$ cat config.mk
export PLATFORM = sky130hd
export DESIGN_NAME = vt52_key_encoder
export DESIGN_NICKNAME = d
export VERILOG_FILES = /design/src/rtl/vt52_key_encoder.sv
export SDC_FILE = /design/constraint.sdc
export NUM_CORES = 1
export LEC_CHECK = 0
export ABC_AREA = 1
export BUFFER_PORTS_ARGS = -buffer_cell sky130_fd_sc_hd__buf_2
export CAP_MARGIN = 5
export CELL_PAD_IN_SITES_DETAIL_PLACEMENT = 1
export CELL_PAD_IN_SITES_GLOBAL_PLACEMENT = 1
export CORE_UTILIZATION = 40
export DETAILED_ROUTE_END_ITERATION = 6
export PLACE_DENSITY_LB_ADDON = 0.1
export SKIP_LAST_GASP = 1
export SLEW_MARGIN = 5
export SYNTH_ARGS = -nofsm -noshare
export SYNTH_HDL_FRONTEND = slang
export SYNTH_SLANG_ARGS = --single-unit
$ cat constraint.sdc
create_clock -name clk -period 4.68 [get_ports clk]
set_input_delay 0.234 -clock clk [delete_from_list [all_inputs] [get_ports clk]]
set_output_delay 0.234 -clock clk [all_outputs]
set_load 0.02 [all_outputs]
$ cat src/rtl/vt52_key_encoder.sv
// VT52 keyboard-to-host encoder.
// Buffers key events in a small FIFO and turns each one into the VT52 host byte
// stream (plain ASCII or ESC-prefixed cursor/function sequences). Also answers
// the host identify request with ESC / ID_CHAR. Output is an AXI-stream byte
// master feeding the UART transmitter.
// Optional build macro: VT52_KEY_CRLF_EN -- when defined, key 8'h0D emits CR LF.
`timescale 1ns/1ps

module vt52_key_encoder #(
  parameter int          FIFO_DEPTH = 4,
  parameter logic [7:0]  ID_CHAR    = 8'h4B
) (
  input  logic       clk,
  input  logic       rstn,
  input  logic [7:0] key_code,
  input  logic       key_valid,
  input  logic       ident_req,
  output logic [7:0] m_axis_tdata,
  output logic       m_axis_tvalid,
  input  logic       m_axis_tready,
  output logic       key_overflow,
  output logic       busy
);

  localparam int AW = $clog2(FIFO_DEPTH);
  localparam int PW = AW + 1;

  localparam logic [7:0] ESC   = 8'h1B;
  localparam logic [7:0] SLASH = 8'h2F;

  localparam logic [2:0] S_IDLE        = 3'd0;
  localparam logic [2:0] S_SEND_CHAR   = 3'd1;
  localparam logic [2:0] S_SEND_ESC    = 3'd2;
  localparam logic [2:0] S_SEND_SUFFIX = 3'd3;
  localparam logic [2:0] S_ID_ESC      = 3'd4;
  localparam logic [2:0] S_ID_SLASH    = 3'd5;
  localparam logic [2:0] S_ID_CHAR     = 3'd6;
`ifdef VT52_KEY_CRLF_EN
  localparam logic [2:0] S_SEND_LF     = 3'd7;
`endif

  localparam logic [1:0] KIND_CHAR = 2'd0;
  localparam logic [1:0] KIND_ESC  = 2'd1;
  localparam logic [1:0] KIND_DROP = 2'd2;

  // Classify a popped key code: plain ASCII, ESC sequence, or silently dropped.
  function automatic logic [1:0] code_kind(input logic [7:0] c);
    if (!c[7])            code_kind = KIND_CHAR;
    else if (c <= 8'h86)  code_kind = KIND_ESC;
    else                  code_kind = KIND_DROP;
  endfunction

  // Second byte of an ESC sequence: cursor keys A-D, function keys P-R.
  function automatic logic [7:0] esc_suffix(input logic [7:0] c);
    case (c)
      8'h80:   esc_suffix = 8'h41;
      8'h81:   esc_suffix = 8'h42;
      8'h82:   esc_suffix = 8'h43;
      8'h83:   esc_suffix = 8'h44;
      8'h84:   esc_suffix = 8'h50;
      8'h85:   esc_suffix = 8'h51;
      8'h86:   esc_suffix = 8'h52;
      default: esc_suffix = 8'h00;
    endcase
  endfunction

  logic [7:0]    mem_q [FIFO_DEPTH];
  logic [PW-1:0] wr_ptr_q, wr_ptr_d;
  logic [PW-1:0] rd_ptr_q, rd_ptr_d;
  logic          fifo_empty, fifo_full, fifo_push, fifo_pop;
  logic [7:0]    head;

  logic [2:0]    state_q, state_d;
  logic [7:0]    tdata_q, tdata_d;
  logic          tvalid_q, tvalid_d;
  logic [7:0]    suffix_q, suffix_d;
  logic          pend_q, pend_d;
  logic          ovf_q, ovf_d;
  logic          id_enter;
  logic          hs;

  assign fifo_empty = (wr_ptr_q == rd_ptr_q);
  assign fifo_full  = (wr_ptr_q[PW-1] != rd_ptr_q[PW-1]) &&
                      (wr_ptr_q[AW-1:0] == rd_ptr_q[AW-1:0]);
  assign fifo_push  = key_valid && !fifo_full;
  assign head       = mem_q[rd_ptr_q[AW-1:0]];
  assign hs         = tvalid_q && m_axis_tready;

  // Pointer, flag and overflow next-state; push and pop may happen together.
  always_comb begin
    wr_ptr_d = fifo_push ? wr_ptr_q + PW'(1) : wr_ptr_q;
    rd_ptr_d = fifo_pop  ? rd_ptr_q + PW'(1) : rd_ptr_q;
    ovf_d    = ovf_q | (key_valid & fifo_full);
    // A new request wins over the clear so a request landing mid-identify re-arms.
    pend_d   = ident_req ? 1'b1 : (id_enter ? 1'b0 : pend_q);
  end

  // Output sequencer: IDLE loads the first byte of a sequence, every other state
  // advances to the next byte on the handshake edge so bytes follow without a gap.
  always_comb begin
    state_d  = state_q;
    tdata_d  = tdata_q;
    tvalid_d = tvalid_q;
    suffix_d = suffix_q;
    fifo_pop = 1'b0;
    id_enter = 1'b0;
    case (state_q)
      S_IDLE: begin
        if (pend_q) begin
          state_d  = S_ID_ESC;
          tdata_d  = ESC;
          tvalid_d = 1'b1;
          id_enter = 1'b1;
        end else if (!fifo_empty) begin
          fifo_pop = 1'b1;
          case (code_kind(head))
            KIND_CHAR: begin
              state_d  = S_SEND_CHAR;
              tdata_d  = head;
              tvalid_d = 1'b1;
            end
            KIND_ESC: begin
              state_d  = S_SEND_ESC;
              tdata_d  = ESC;
              tvalid_d = 1'b1;
              suffix_d = esc_suffix(head);
            end
            default: ;
          endcase
        end
      end
      S_SEND_CHAR: begin
        if (hs) begin
`ifdef VT52_KEY_CRLF_EN
          if (tdata_q == 8'h0D) begin
            state_d = S_SEND_LF;
            tdata_d = 8'h0A;
          end else begin
            state_d  = S_IDLE;
            tvalid_d = 1'b0;
          end
`else
          state_d  = S_IDLE;
          tvalid_d = 1'b0;
`endif
        end
      end
      S_SEND_ESC: begin
        if (hs) begin
          state_d = S_SEND_SUFFIX;
          tdata_d = suffix_q;
        end
      end
      S_ID_ESC: begin
        if (hs) begin
          state_d = S_ID_SLASH;
          tdata_d = SLASH;
        end
      end
      S_ID_SLASH: begin
        if (hs) begin
          state_d = S_ID_CHAR;
          tdata_d = ID_CHAR;
        end
      end
`ifdef VT52_KEY_CRLF_EN
      S_SEND_LF,
`endif
      S_SEND_SUFFIX,
      S_ID_CHAR: begin
        if (hs) begin
          state_d  = S_IDLE;
          tvalid_d = 1'b0;
        end
      end
      default: begin
        state_d  = S_IDLE;
        tvalid_d = 1'b0;
      end
    endcase
  end

  // Control and output registers; reset abandons any sequence in flight.
  always_ff @(posedge clk or negedge rstn) begin
    if (!rstn) begin
      wr_ptr_q <= '0;
      rd_ptr_q <= '0;
      state_q  <= S_IDLE;
      tdata_q  <= 8'h00;
      tvalid_q <= 1'b0;
      pend_q   <= 1'b0;
      ovf_q    <= 1'b0;
    end else begin
      wr_ptr_q <= wr_ptr_d;
      rd_ptr_q <= rd_ptr_d;
      state_q  <= state_d;
      tdata_q  <= tdata_d;
      tvalid_q <= tvalid_d;
      pend_q   <= pend_d;
      ovf_q    <= ovf_d;
    end
  end

  // Key storage and pending suffix byte; contents are don't-care until valid.
  always_ff @(posedge clk) begin
    if (fifo_push) mem_q[wr_ptr_q[AW-1:0]] <= key_code;
    suffix_q <= suffix_d;
  end

  assign m_axis_tdata  = tdata_q;
  assign m_axis_tvalid = tvalid_q;
  assign key_overflow  = ovf_q;
  assign busy          = !fifo_empty || (state_q != S_IDLE) || pend_q;

endmodule

==> results.txt, run 1 <==
In this run the cell area of the synthesized design comes to 2766 µm². The final setup TNS came out at 0 ns. The count of fill cells added during filler insertion is 759. By area the synthesized netlist is led by sky130_fd_sc_hd__edfxtp_1 (40%), sky130_fd_sc_hd__dfrtp_1 (18%), sky130_fd_sc_hd__nand2_1 (15%).

For this run, the total global-route usage over all layers was measured as 0.1820. The detail-routed via count per cell is 4.861. The total wire length after detailed routing came out at 5694 µm.

The number of buffers and inverters on the critical path is 1. The standard cell core area is 6495 µm². The post-synthesis area per instance came out at approximately 9.5 µm². The share of synthesized area in the top cell type comes to 0.4016.

The total power density per cell area came out at 723.3 nW/µm². The switching share of power is 0.4280. The placement-stage worst setup slack is 2.037 ns. The TritonCTS clock tree is built. The total number of clock tree sinks is 57.

In the finished design, the share of the clock period the worst path needs comes to 0.5487. The clock latency on the worst-skew pair is 0.34 ns. The switching power came out at 973.5 µW. The area growth from synthesis to layout is 13.66%. The floorplan step set the die height to 85.16 µm. The share of total power in the clock network is 0.217. The leftover overflow at the end of global routing is 0. The slowest cell on the critical path is sky130_fd_sc_hd__dfrtp_1. The largest incremental delay on the critical path is slightly above 0.8 ns. The critical path in this run is classified as flip-flop to flip-flop. The signal on the critical path passes through inv_6 > nand2_1 > nand3_1 > nand2_1 > nand2_1 > nor2_8 > nand2_2 > nand2_1 > nand2_1 > nor2_1. The number of nets still failing antenna checks after routing came out at 0. Setup repair after global routing left no endpoint under its margin. IR analysis of the VDD net gives a maximum drop of 0.2812 mV. The arrival time at the worst endpoint is 2.57 ns.

Across all layers, the routed design uses a little under 2,000 vias. In this design, the largest share of critical-path delay is due to simple AND/OR/NAND/NOR gates. In the synthesized netlist the dominant register cell turns out to be sky130_fd_sc_hd__edfxtp_1.

The hold violation total from the final report is 0. The max capacitance violation total is 0. The first global-routing pass estimated 9763 µm of wire. Once routing completed, OpenROAD measured the worst setup slack at 2.112 ns. The overall power consumption came out at ~2300 µW.

The run finished with clean final reports. The number of max-slew violations in the final report came out at 0. The clock skew is 0.009864 ns. The total of endpoints with negative setup slack in the final report is 0. The fmax came out at 389.4 MHz. The weighted congestion at the end of routability-driven global placement came out at 0.7678. For this configuration, the core starts out at a cell density of 0.4259. The number of levels in the clock H-tree came out at 3. The largest net degree at the start of global routing came out at 21.

Clock-pin slew was measured on the worst setup and hold paths at 0.07 ns. The combined area of the multi-input logic cells came out at 991.0 µm². sky130_fd_sc_hd__edfxtp_1 takes more of the synthesized area than any other cell. The headroom to the max-slew limit came out at 0.4223. The violation count after the first detailed-routing iteration came out at 29. Summed over all cells, the static leakage comes to 0.001468 µW. The clock tree root buffer cell is sky130_fd_sc_hd__clkbuf_8. The number of antenna violations at the first check in global routing is 0. The number of warnings issued by yosys came out at 0. The worst-path maximum fanout is 19. The class of the tightest hold or removal check is input pin to flip-flop. The count of inserted antenna diode cells is 0. Of the synthesized area, sequential elements account for 0.5825.

At the worst endpoint, the required time is 4.68 ns. STA classifies the critical path endpoint as a flip-flop. The number of top-level pins came out at 24. The number of CTS-inserted buffers came out at 9. The shortest period the worst path allows came out at 2.568 ns. The number of flops mapped to enable cells by yosys is 37.

By count the netlist is led by sky130_fd_sc_hd__nand2_1 (109), sky130_fd_sc_hd__edfxtp_1 (37), sky130_fd_sc_hd__inv_1 (25). The post-synthesis net count came out at between 300 and 400. The die covers 7252 µm². The horizontal extent of the die is 85.16 µm. In the post-synthesis netlist, the cell with the most instances is sky130_fd_sc_hd__nand2_1. The number of global-route vias before repair is roughly 2,000.

Of the cells placed in the final design, the portion with a size suffix greater than 1 is 0.1723. The slew at the pin with the worst max-slew slack came out at around 0.86 ns. The sequential standard cell area is roughly 1600 µm². Counting stages on the worst path, the most repeated cell is sky130_fd_sc_hd__nand2_1. The post-synthesis register bit count is 57. The gate count after technology mapping came out at 290. The share of total power in sequential cells is 0.356. The HPWL after detailed placement came out at 4189 µm. The share of the core filled with cells came out at 0.4841. The final net count is 338.

The power share of the combinational group came out at 0.426. For this run, the detailed router's first-pass iteration total came to 4. The synthesized netlist contains 32 unique library cells. The worst setup path is launched from a flip-flop.

For this run, design rule violations remaining after detail routing come to 0. Input and output buffers added on the ports amount to 23. The placement row count is 29. Cell internal power was estimated by the tool at 1301 µW.

The longest clock path from root to sink contains 2 buffers. The per-cell routed wire length came out at about 14 µm. The fraction of registers with async set/reset is 0.3509.
==> state kept, by name, summed over array words and instances (netlist names) <==
| signal | count |
|---|---|
| wr_ptr_q | 3 |
| key_overflow | 1 |
| pend_q | 1 |
| rd_ptr_q | 3 |
| mem_q | 32 |
| m_axis_tvalid | 1 |
| state_q | 3 |
| suffix_q | 5 |
| m_axis_tdata | 8 |
==> worst register-to-register path, cell delays in order (launching register included) <==
cell,delay (ns)
sky130_fd_sc_hd__dfrtp_1,0.82
sky130_fd_sc_hd__inv_6,0.17
sky130_fd_sc_hd__nand2_1,0.10
sky130_fd_sc_hd__nand3_1,0.07
sky130_fd_sc_hd__nand2_1,0.13
sky130_fd_sc_hd__nand2_1,0.15
sky130_fd_sc_hd__nor2_8,0.17
sky130_fd_sc_hd__nand2_2,0.13
sky130_fd_sc_hd__nand2_1,0.12
sky130_fd_sc_hd__nand2_1,0.05
sky130_fd_sc_hd__nor2_1,0.33
==> through the flow <==
stage	std cells	instance area [µm²]	hold WS [ns]
2_1_floorplan	290	2766	-0.06159
3_3_place_gp	385	2924	0.2186
3_5_place_dp	385	2924	0.2228
4_1_cts	402	3144	0.07986
5_1_grt	402	3144	0.08468
6_report	402	3144	0.1005
==> power groups by stage <==
stage / Combinational (µW) / Sequential (µW) / Clock, µW
after CTS: 996 / 815 / 508
after global routing: 1140 / 828 / 528
after floorplan: 789 / 805 / 0
after global placement: 968 / 822 / 0
after detailed placement: 991 / 825 / 0
final: 969 / 810 / 494
==> placed cells by master (no fill, tap or decap), types with 4 or more instances in the layout <==
cell / count
sky130_fd_sc_hd__ha_1: 5
sky130_fd_sc_hd__nand2_2: 7
sky130_fd_sc_hd__inv_1: 25
sky130_fd_sc_hd__a21oi_1: 7
sky130_fd_sc_hd__edfxtp_1: 37
sky130_fd_sc_hd__nand4_1: 4
sky130_fd_sc_hd__xor2_1: 5
sky130_fd_sc_hd__buf_2: 23
sky130_fd_sc_hd__dfrtp_1: 20
sky130_fd_sc_hd__nand3_1: 20
sky130_fd_sc_hd__clkbuf_8: 9
sky130_fd_sc_hd__o21ai_0: 6
sky130_fd_sc_hd__nand2_1: 109
sky130_fd_sc_hd__nor2_1: 19
==> per-layer routing <==
metal	wire (µm)	global-route usage	vias to the layer above
met5	0	0	-
met4	116	0.07088	0
met3	203	0.05934	9
met2	2688	0.2903	34
met1	2685	0.2305	906
li1	-	-	1005
==> cell type report <==
| cell class | count | area share |
|---|---|---|
| Inverter | 28 | 0.03502 |
| Timing Repair Buffer | 24 | 0.03979 |
| Clock buffer | 10 | 0.04059 |
| Multi-Input combinational cell | 200 | 0.3152 |
| Tap cell | 77 | 0.03064 |
| Clock inverter | 6 | 0.02626 |
| Sequential cell | 57 | 0.5125 |
==> repair_timing <==
item / in CTS / in global routing
resized for setup: 0 / 0
hold endpoints to repair: 20 / 0
hold buffers: 1 / 0
buffers inserted: 0 / 0
endpoints found under the setup margin: 0 / 0
==> worst paths after layout <==
| kind | endpoint | slack [ns] | depth (start not counted) | startpoint |
|---|---|---|---|---|
| setup reg to reg | suffix_q[6] | 2.11 | 10 | rd_ptr_q[0] |
| min in group asynchronous | m_axis_tdata[5] | 0.39 | 2 | rstn |
| hold / removal | pend_q | 0.10 | 2 | ident_req |
| setup / recovery | suffix_q[6] | 2.11 | 10 | rd_ptr_q[0] |
| hold reg to reg | m_axis_tdata[7] | 0.47 | 2 | m_axis_tdata[7] |
| max in group asynchronous | rd_ptr_q[2] | 3.96 | 2 | rstn |
==> logic make-up (layout without fill, tap and decap cells) <==
logic type	Yosys count	count (layout)	share of synthesized area
flops	57	57	0.5825
fa+ha+maj	5	5	0.02261
simple gates	168	168	0.2682
xor+xnor	7	7	0.02488
buf+inv	33	68	0.05924
compound gates	20	20	0.04252
Power figures use the tool's default switching activity.
==> run 2: changes to the inputs <==
--- a/config.mk
+++ b/config.mk
@@ -5,7 +5,7 @@
 export SDC_FILE = /design/constraint.sdc
 export NUM_CORES = 1
 export LEC_CHECK = 0
-export ABC_AREA = 1
+export ABC_AREA = 0
 export BUFFER_PORTS_ARGS = -buffer_cell sky130_fd_sc_hd__buf_2
 export CAP_MARGIN = 5
 export CELL_PAD_IN_SITES_DETAIL_PLACEMENT = 1
==> constraint.sdc (replaced) <==
create_clock -name clk -period 2.1 [get_ports clk]
set_input_delay 0.105 -clock clk [delete_from_list [all_inputs] [get_ports clk]]
set_output_delay 0.105 -clock clk [all_outputs]
set_load 0.02 [all_outputs]
==> run 2 against run 1 <==
  * The run now ends with DRC, setup timing left
  * Non-clock buffer count grew 35
  * Worst setup slack got worse by 2.3 ns
  * Clock power is 120% higher
  * Via count shrank 8.0%
==> results.txt, run 2 <==
The count of distinct cell types in the synthesized netlist was 50 (was 32). The total power density per cell area is 896.8 nW/µm² (was 723.3 nW/µm²). The post-route non-filler standard cell count came out at 337 (was 402). The headroom to the max-slew limit is 0.6737 (was 0.4223).

Cell types occupying the most area after synthesis: sky130_fd_sc_hd__edfxtp_1 (41%), sky130_fd_sc_hd__dfrtp_1 (19%), sky130_fd_sc_hd__mux4_1 (4.9%) (was sky130_fd_sc_hd__edfxtp_1 (40%), sky130_fd_sc_hd__dfrtp_1 (18%), sky130_fd_sc_hd__nand2_1 (15%)). The gate count after technology mapping came out at 194 (was 290). The post-synthesis net count is 212 (was 308).

The number of CTS-inserted buffers came out at 9 (unchanged). The residual DRC count came out at 6 (was 0). The slew at the pin with the worst max-slew slack is 0.4894 ns (was 0.8634 ns).

The max capacitance violation total is 0 (unchanged). The switching power came to 805.0 µW (was 973.5 µW). The area of the mapped netlist came out at 2689 µm² (was 2766 µm²). The clock-pin slew of the registers on the worst-case setup and hold paths was 0.07 ns (about the same). The leftover overflow at the end of global routing was 0 (unchanged).

The via total after detailed routing came to 1,797 (was 1,954). Post-synth top cells: sky130_fd_sc_hd__edfxtp_1 (37), sky130_fd_sc_hd__dfrtp_1 (20), sky130_fd_sc_hd__nand2_1 (16) (was sky130_fd_sc_hd__nand2_1 (109), sky130_fd_sc_hd__edfxtp_1 (37), sky130_fd_sc_hd__inv_1 (25)). The initial cell density of the core is 0.4187 (was 0.4259). The launch point of the worst path is rd_ptr_q[0] (unchanged).

The total routing usage reported by global routing came to 0.1920 (was 0.1820). The final-layout worst hold slack came out at 0.06398 ns (was 0.1005 ns). The area enclosed by the die boundary is 7054 µm² (was 7252 µm²). The area growth from synthesis to layout came out at 29.55% (was 13.66%).

The hold violation total from the final report was 0 (unchanged). The post-synthesis register bit count is 57 (unchanged). The fraction of registers with async set/reset is 0.3509 (unchanged). The clock latency on the worst-skew pair came out at 0.33 ns (was 0.34 ns). The post-route cell area is 3483 µm² (was 3144 µm²). The per-cell routed wire length came out at 17.99 µm (was 14.16 µm). The fraction of layout instances using a drive strength above 1 is 0.3462 (was 0.1723).

The internal power consumption was 2319 µW (was 1301 µW). The final reports fail on DRC, setup timing. The clock tree root buffer cell is sky130_fd_sc_hd__clkbuf_8 (unchanged). The count of inserted antenna diode cells came out at 0 (unchanged). The number of flops mapped to enable cells by yosys came to 37 (unchanged). The first-pass GRT wire length came out at 10,070 µm (was 9763 µm). The reg-to-reg startpoint is rd_ptr_q[0] (unchanged). The switching share of power is 0.2577 (was 0.4280). The hold path startpoint is key_valid (was ident_req). The clock skew was 0.01220 ns (was 0.009864 ns). The number of global-route vias before repair came to 1,945 (was 1,998).

The number of buffers on the longest clock path came out at 2 (unchanged). The number of top-level pins came to 24 (unchanged). The detail-routed via count per cell is 5.332 (was 4.861). Commonest cells after routing, fill and taps aside: sky130_fd_sc_hd__edfxtp_1 (37), sky130_fd_sc_hd__buf_2 (23), sky130_fd_sc_hd__buf_4 (21) (was sky130_fd_sc_hd__nand2_1 (109), sky130_fd_sc_hd__edfxtp_1 (37), sky130_fd_sc_hd__inv_1 (25)). The most common library cell in the layout ignoring fill and taps is sky130_fd_sc_hd__edfxtp_1 (was sky130_fd_sc_hd__nand2_1). The kind of launch point of the worst setup path is a flip-flop (unchanged). The flip-flop count of the largest register after layout came out at 32 (unchanged). The horizontal extent of the die is 83.99 µm (was 85.16 µm). The number of levels in the clock H-tree was 3 (unchanged). The HPWL after detailed placement is 4291 µm (was 4189 µm). The largest net degree at the start of global routing came out at 21 (unchanged). The class of the most critical setup path is flip-flop to flip-flop (unchanged). The worst setup slack after layout came out at -0.2084 ns (was 2.112 ns).

The standard cell core area is 6422 µm² (was 6495 µm²). The setup slack of the worst register-to-register path was -0.21 ns (was 2.11 ns). The overall die height is 83.99 µm (was 85.16 µm). The portion of the post-synthesis area used by sequential elements came out at 0.5993 (was 0.5825). The instance area after placement came out at 3080 µm² (was 2924 µm²).

The total of endpoints with negative setup slack in the final report is 14 (was 0). The arrival time at the worst endpoint is 2.52 ns (was 2.57 ns). The TritonCTS clock tree was built (unchanged).

The number of max-slew violations in the final report was 0 (unchanged). The worst IR drop on VDD came out at 0.5054 mV (was 0.2812 mV). The largest area contributor in the netlist was sky130_fd_sc_hd__edfxtp_1 (unchanged).

The cell count after placement came to 309 (was 385). The share of total power in the clock network came out at 0.349 (was 0.217). The most frequently used cell type in the post-synthesis netlist is sky130_fd_sc_hd__edfxtp_1 (was sky130_fd_sc_hd__nand2_1).

The power share of the combinational group came out at 0.189 (was 0.426). The worst path required time came out at 2.31 ns (was 4.68 ns). The final clock period utilization by the worst path came to 1.099 (was 0.5487). The weighted congestion at the end of routability-driven global placement was 0.8629 (was 0.7678). The standby leakage power came out at 0.001371 µW (was 0.001468 µW). The worst-path maximum fanout is 7 (was 19). The post-synthesis area per instance was 13.86 µm² (was 9.539 µm²). The number of detailed-route iterations in the first pass came out at 6 (was 4). The element type at the critical path end was a flip-flop (unchanged).

The class of the tightest hold or removal check is input pin to flip-flop (unchanged). The placement-stage worst setup slack came out at -0.3319 ns (was 2.037 ns). The number of warnings issued by yosys came out at 0 (unchanged). The share of total power in sequential cells is 0.462 (was 0.356). The share of the core filled with cells came to 0.5424 (was 0.4841). The number of antenna violations at the first check in global routing came out at 0 (unchanged). The fmax came out at 433.2 MHz (was 389.4 MHz).

The violation count after the first detailed-routing iteration came out at 67 (was 29). The total number of clock tree sinks is 57 (unchanged). The number of nets still failing antenna checks after routing came out at 0 (unchanged). The final net count came out at 273 (was 338).

The number of buffers added on ports is 23 (unchanged). The placement row count came to 29 (unchanged). Run status: complete, but fails checks (was finished, final reports clean). The shortest period the worst path allows is 2.308 ns (was 2.568 ns). Setup repair after global routing missed its margin: yes (was no). The total wire length after detailed routing came out at 6063 µm (was 5694 µm). The main flop type after synthesis was sky130_fd_sc_hd__edfxtp_1 (unchanged). The share of the synthesized area in the top cell type is 0.4132 (was 0.4016).
## run 2: cell count changes after synthesis, sizes merged, moves of 4 or more
| cell | before | now |
|---|---|---|
| inv | 27 | 7 |
| nand3 | 23 | 5 |
| nand2 | 117 | 16 |
| nor2 | 21 | 10 |
| mux2 | 0 | 7 |
| and2 | 0 | 6 |
| clkbuf | 0 | 5 |
| a21oi | 7 | 12 |
| mux4 | 0 | 8 |
| nand4 | 4 | 0 |
## run 2: worst paths after layout
kind                                    to  depth (start not counted)
min                           key_overflow                          2
max                        m_axis_tdata[0]                          5
max reg2reg                m_axis_tdata[0]                          5
min in group asynchronous       state_q[2]                          2
max in group asynchronous      rd_ptr_q[0]                          2
min reg2reg                    rd_ptr_q[2]                          1
## run 2: per-stage QoR
stage | setup TNS (ns) | power [µW]
CTS | -2.458 | 3159
global placement | -2.713 | 1988
global route | -3.755 | 3264
floorplan | -1.495 | 1702
finish | -2.265 | 3124
detailed placement | -4.128 | 2032
## run 2: final cells by class
cell class              instances  area [µm²]
clock buffers                   9       123.9
clock inverters                 7       85.08
fillers                       657        2939
inverters                       7       26.28
multi-input cells             121        1075
flip-flops and latches         57        1613
well taps                      77       96.34
repair buffers                 59       464.2
## run 2: repair_timing
action,CTS,global route
hold endpoints to repair,51,0
hold buffers,10,0
gates resized for setup,10,3
endpoints found under the setup margin,18,39
buffers inserted,3,0
pin swaps,4,1
cloned,0,0
## run 2: critical path, stage by stage (launching register included)
cell and delay (ns):
sky130_fd_sc_hd__dfrtp_2 0.43, sky130_fd_sc_hd__mux4_2 0.56, sky130_fd_sc_hd__nor4_4 0.42, sky130_fd_sc_hd__a21o_4 0.18, sky130_fd_sc_hd__o311a_4 0.27, sky130_fd_sc_hd__mux2_4 0.31
## run 2: cells by family (layout without fill, tap and decap cells)
logic type / Yosys count / in the layout / synth area share
buffers and inverters: 16 / 82 / 0.02885
AOI/OAI and AO/OA: 41 / 41 / 0.1070
DFF: 57 / 57 / 0.5994
muxes: 16 / 16 / 0.1154
and+or+nand+nor: 52 / 52 / 0.1033
adders and majority gates: 5 / 5 / 0.02327
xor gates and xnor gates: 7 / 7 / 0.02280
## run 2: routing by layer
metal	wire [µm]	track usage
met1	2773	0.2400
met2	3030	0.3219
met3	139	0.03759
met4	120	0.08777
met5	0	0
## run 2: power by group through the flow
stage / Combinational [µW] / Sequential, µW / Clock [µW]
6_report: 591 / 1440 / 1090
5_1_grt: 650 / 1450 / 1160
4_1_cts: 595 / 1440 / 1120
3_5_place_dp: 567 / 1470 / 0
3_3_place_gp: 530 / 1460 / 0
2_1_floorplan: 258 / 1440 / 0
==> run 3: changes to the inputs <==
==> constraint.sdc (replaced) <==
create_clock -name clk -period 2.5 [get_ports clk]
set_input_delay 0.125 -clock clk [delete_from_list [all_inputs] [get_ports clk]]
set_output_delay 0.125 -clock clk [all_outputs]
set_load 0.02 [all_outputs]
==> run 3 against run 2 <==
  * The run ends with DRC left
  * Clock-buffer cell count is the same
  * Clock power decreased by 22%
  * Core utilization is 4.1 points lower
  * Sequential share of layout area rose by 3.8 points
  * Routed wire length is 7.1% lower
  * Sequential power shrank 16%
  * Combinational power fell by 40%
  * Power decreased by 23%
  * Design area decreased by 7.7%
  * Non-clock buffer count is 16 lower
  * Critical path type unchanged
==> results.txt, run 3 (synthesis results as in run 2) <==
Run status: complete, but fails checks (unchanged). Violated checks: DRC (was DRC, setup timing). The TritonCTS clock tree is built (unchanged).

The hold violation total from the final report came out at 0 (unchanged). The arrival time at the worst endpoint is 2.61 ns (was 2.52 ns). The total of endpoints with negative setup slack in the final report is 0 (was 14). The post-route non-filler standard cell count came to 321 (was 337).

The total power density per cell area came to 751.5 nW/µm² (was 896.8 nW/µm²). The weighted congestion at the end of routability-driven global placement came out at 0.8592 (was 0.8629). The residual DRC count is 5 (was 6). The worst reg2reg path depth came out at 6 (was 5). The share of total power in the clock network came out at 0.353 (was 0.349). The switching share of power is 0.2767 (was 0.2577). The hold path startpoint is key_code[2] (was key_valid). The total wire length after detailed routing is 5635 µm (was 6063 µm).

The standard cell core area was 6422 µm² (unchanged). The capturing point of the worst reg2reg path is m_axis_tdata[0] (unchanged). The fraction of layout instances using a drive strength above 1 came out at 0.2787 (was 0.3462).

The kind of launch point of the worst setup path is a flip-flop (unchanged). The share of the core filled with cells came out at 0.5009 (was 0.5424). The headroom to the max-slew limit came out at 0.6209 (was 0.6737). The instance area after placement was 2932 µm² (was 3080 µm²). The max capacitance violation total came to 0 (unchanged). The number of global-route vias before repair came out at 1,839 (was 1,945). The count of cells along the worst hold path came out at 1 (was 2). The worst-path maximum fanout was 7 (unchanged). The number of max-slew violations in the final report came to 0 (unchanged). The class of the most critical setup path is flip-flop to flip-flop (unchanged). The number of detailed-route iterations in the first pass came to 6 (unchanged). The clock tree root buffer cell was sky130_fd_sc_hd__clkbuf_8 (unchanged). The clock latency on the worst-skew pair came out at 0.34 ns (was 0.33 ns). The detail-routed via count per cell came to 5.421 (was 5.332). The sink of the worst hold path is mem_q[0][2] (was key_overflow). The class of the tightest hold or removal check was input pin to flip-flop (unchanged). The clock skew was 0.009077 ns (was 0.01220 ns). The setup slack of the worst register-to-register path came out at 0.11 ns (was -0.21 ns). The shortest period the worst path allows came to 2.391 ns (was 2.308 ns). The post-route cell area came to 3217 µm² (was 3483 µm²). The overall die height came to 83.99 µm (unchanged). The total routing usage reported by global routing is 0.1783 (was 0.1920).

The number of CTS-inserted buffers is 9 (unchanged). The number of buffers on the longest clock path came out at 2 (unchanged). The share of total power in sequential cells came out at 0.500 (was 0.462). The leftover overflow at the end of global routing is 0 (unchanged). The horizontal extent of the die came out at 83.99 µm (unchanged). The count of inserted antenna diode cells is 0 (unchanged). The fmax came out at 418.3 MHz (was 433.2 MHz). The first-pass GRT wire length is 9335 µm (was 10,070 µm).

The placement row count is 29 (unchanged). The power share of the combinational group was 0.147 (was 0.189). The violation count after the first detailed-routing iteration came out at 94 (was 67). The area enclosed by the die boundary came out at 7054 µm² (unchanged). Setup repair after global routing missed its margin: no (was yes). The initial cell density of the core is 0.4187 (unchanged). The reg-to-reg startpoint is rd_ptr_q[0] (unchanged). The number of levels in the clock H-tree is 3 (unchanged). Commonest cells after routing, fill and taps aside: sky130_fd_sc_hd__edfxtp_1 (37), sky130_fd_sc_hd__buf_2 (23), sky130_fd_sc_hd__dfrtp_1 (19) (was sky130_fd_sc_hd__edfxtp_1 (37), sky130_fd_sc_hd__buf_2 (23), sky130_fd_sc_hd__buf_4 (21)). The worst path required time came to 2.72 ns (was 2.31 ns). The largest net degree at the start of global routing came out at 21 (unchanged). The number of antenna violations at the first check in global routing came out at 0 (unchanged). The element type at the critical path end is a flip-flop (unchanged). The internal power consumption came to 1749 µW (was 2319 µW). The final net count is 257 (was 273). The standby leakage power came out at 0.001263 µW (was 0.001371 µW). The number of nets still failing antenna checks after routing was 0 (unchanged). The switching power came out at 668.8 µW (was 805.0 µW).

The HPWL after detailed placement is 4094 µm (was 4291 µm). The most common library cell in the layout ignoring fill and taps is sky130_fd_sc_hd__edfxtp_1 (unchanged). The area growth from synthesis to layout came out at 19.64% (was 29.55%). The number of top-level pins came out at 24 (unchanged).

The via total after detailed routing came to 1,740 (was 1,797). The flip-flop count of the largest register after layout came to 32 (unchanged). The number of buffers added on ports is 23 (unchanged).

The total number of clock tree sinks is 57 (unchanged). The per-cell routed wire length came out at 17.55 µm (was 17.99 µm). The cell count after placement is 296 (was 309). The final clock period utilization by the worst path came out at 0.9562 (was 1.099). The slew at the pin with the worst max-slew slack is 0.5597 ns (was 0.4894 ns). The worst IR drop on VDD came out at 0.4756 mV (was 0.5054 mV).

The number of setup buffers added after CTS is 0 (was 3). The final setup TNS came to 0 ns (was -2.265 ns). The clock-pin slew of the registers on the worst-case setup and hold paths came out at 0.07 ns (about the same).
-- run 3: cell count changes in the layout (fill, tap and decap cells not counted), sizes merged --
cell         delta
buf            -15
dlygate4sd3     -1
bufinv          -1
inv             +1
-- run 3: how the worst max path moves through the flow --
stage,startpoint,end
CTS,rd_ptr_q[0],m_axis_tdata[0]
global route,rd_ptr_q[0],m_axis_tdata[2]
detailed placement,rd_ptr_q[0],m_axis_tdata[0]
finish,rd_ptr_q[0],m_axis_tdata[0]
global placement,rd_ptr_q[0],m_axis_tdata[1]
floorplan,rd_ptr_q[0],m_axis_tdata[0]
-- run 3: cell type report --
type | instances | area (µm²)
well taps | 77 | 96.34
fillers | 656 | 3206
repair buffers | 43 | 287.8
inverters | 7 | 26.28
clock buffers | 9 | 123.9
multi-input cells | 121 | 999.7
clock inverters | 7 | 70.07
flip-flops and latches | 57 | 1613
-- run 3: power groups by stage --
stage	sequential, µW	combinational [µW]	clock [µW]
after CTS	1210	364	874
after floorplan	1210	217	0
final	1210	354	854
after detailed placement	1230	353	0
after global routing	1220	398	901
after global placement	1230	323	0
-- run 3: critical path: stages (launching register included) --
cell,delay (ns)
sky130_fd_sc_hd__dfrtp_2,0.44
sky130_fd_sc_hd__buf_4,0.20
sky130_fd_sc_hd__mux4_1,0.60
sky130_fd_sc_hd__nand3_1,0.20
sky130_fd_sc_hd__a21o_4,0.18
sky130_fd_sc_hd__o311a_2,0.33
sky130_fd_sc_hd__mux2_4,0.33
-- run 3: metal layers --
metal | vias up | part of all wire | GRT usage
met1 | 873 | 0.47 | 0.2240
met4 | 0 | 0.013 | 0.08934
met3 | 8 | 0.037 | 0.03956
met2 | 33 | 0.48 | 0.2906
met5 | - | 0 | 0
li1 | 826 | - | -
-- run 3: what timing repair did --
action | CTS | global route
hold buffers | 9 | 0
gates resized for setup | 0 | 1
endpoints found under the setup margin | 0 | 11
endpoints found under the hold margin | 47 | 0
-- run 3: stage by stage --
step | setup WS [ns] | hold WS (ns) | power (µW)
after floorplan | 0.2278 | -0.1706 | 1430
after global placement | 0.1304 | 0.1078 | 1548
after detailed placement | 0.03085 | 0.1325 | 1583
after CTS | 0.01593 | 0.01144 | 2449
after global routing | 0.01517 | 0.01225 | 2519
final | 0.1095 | 0.02246 | 2417
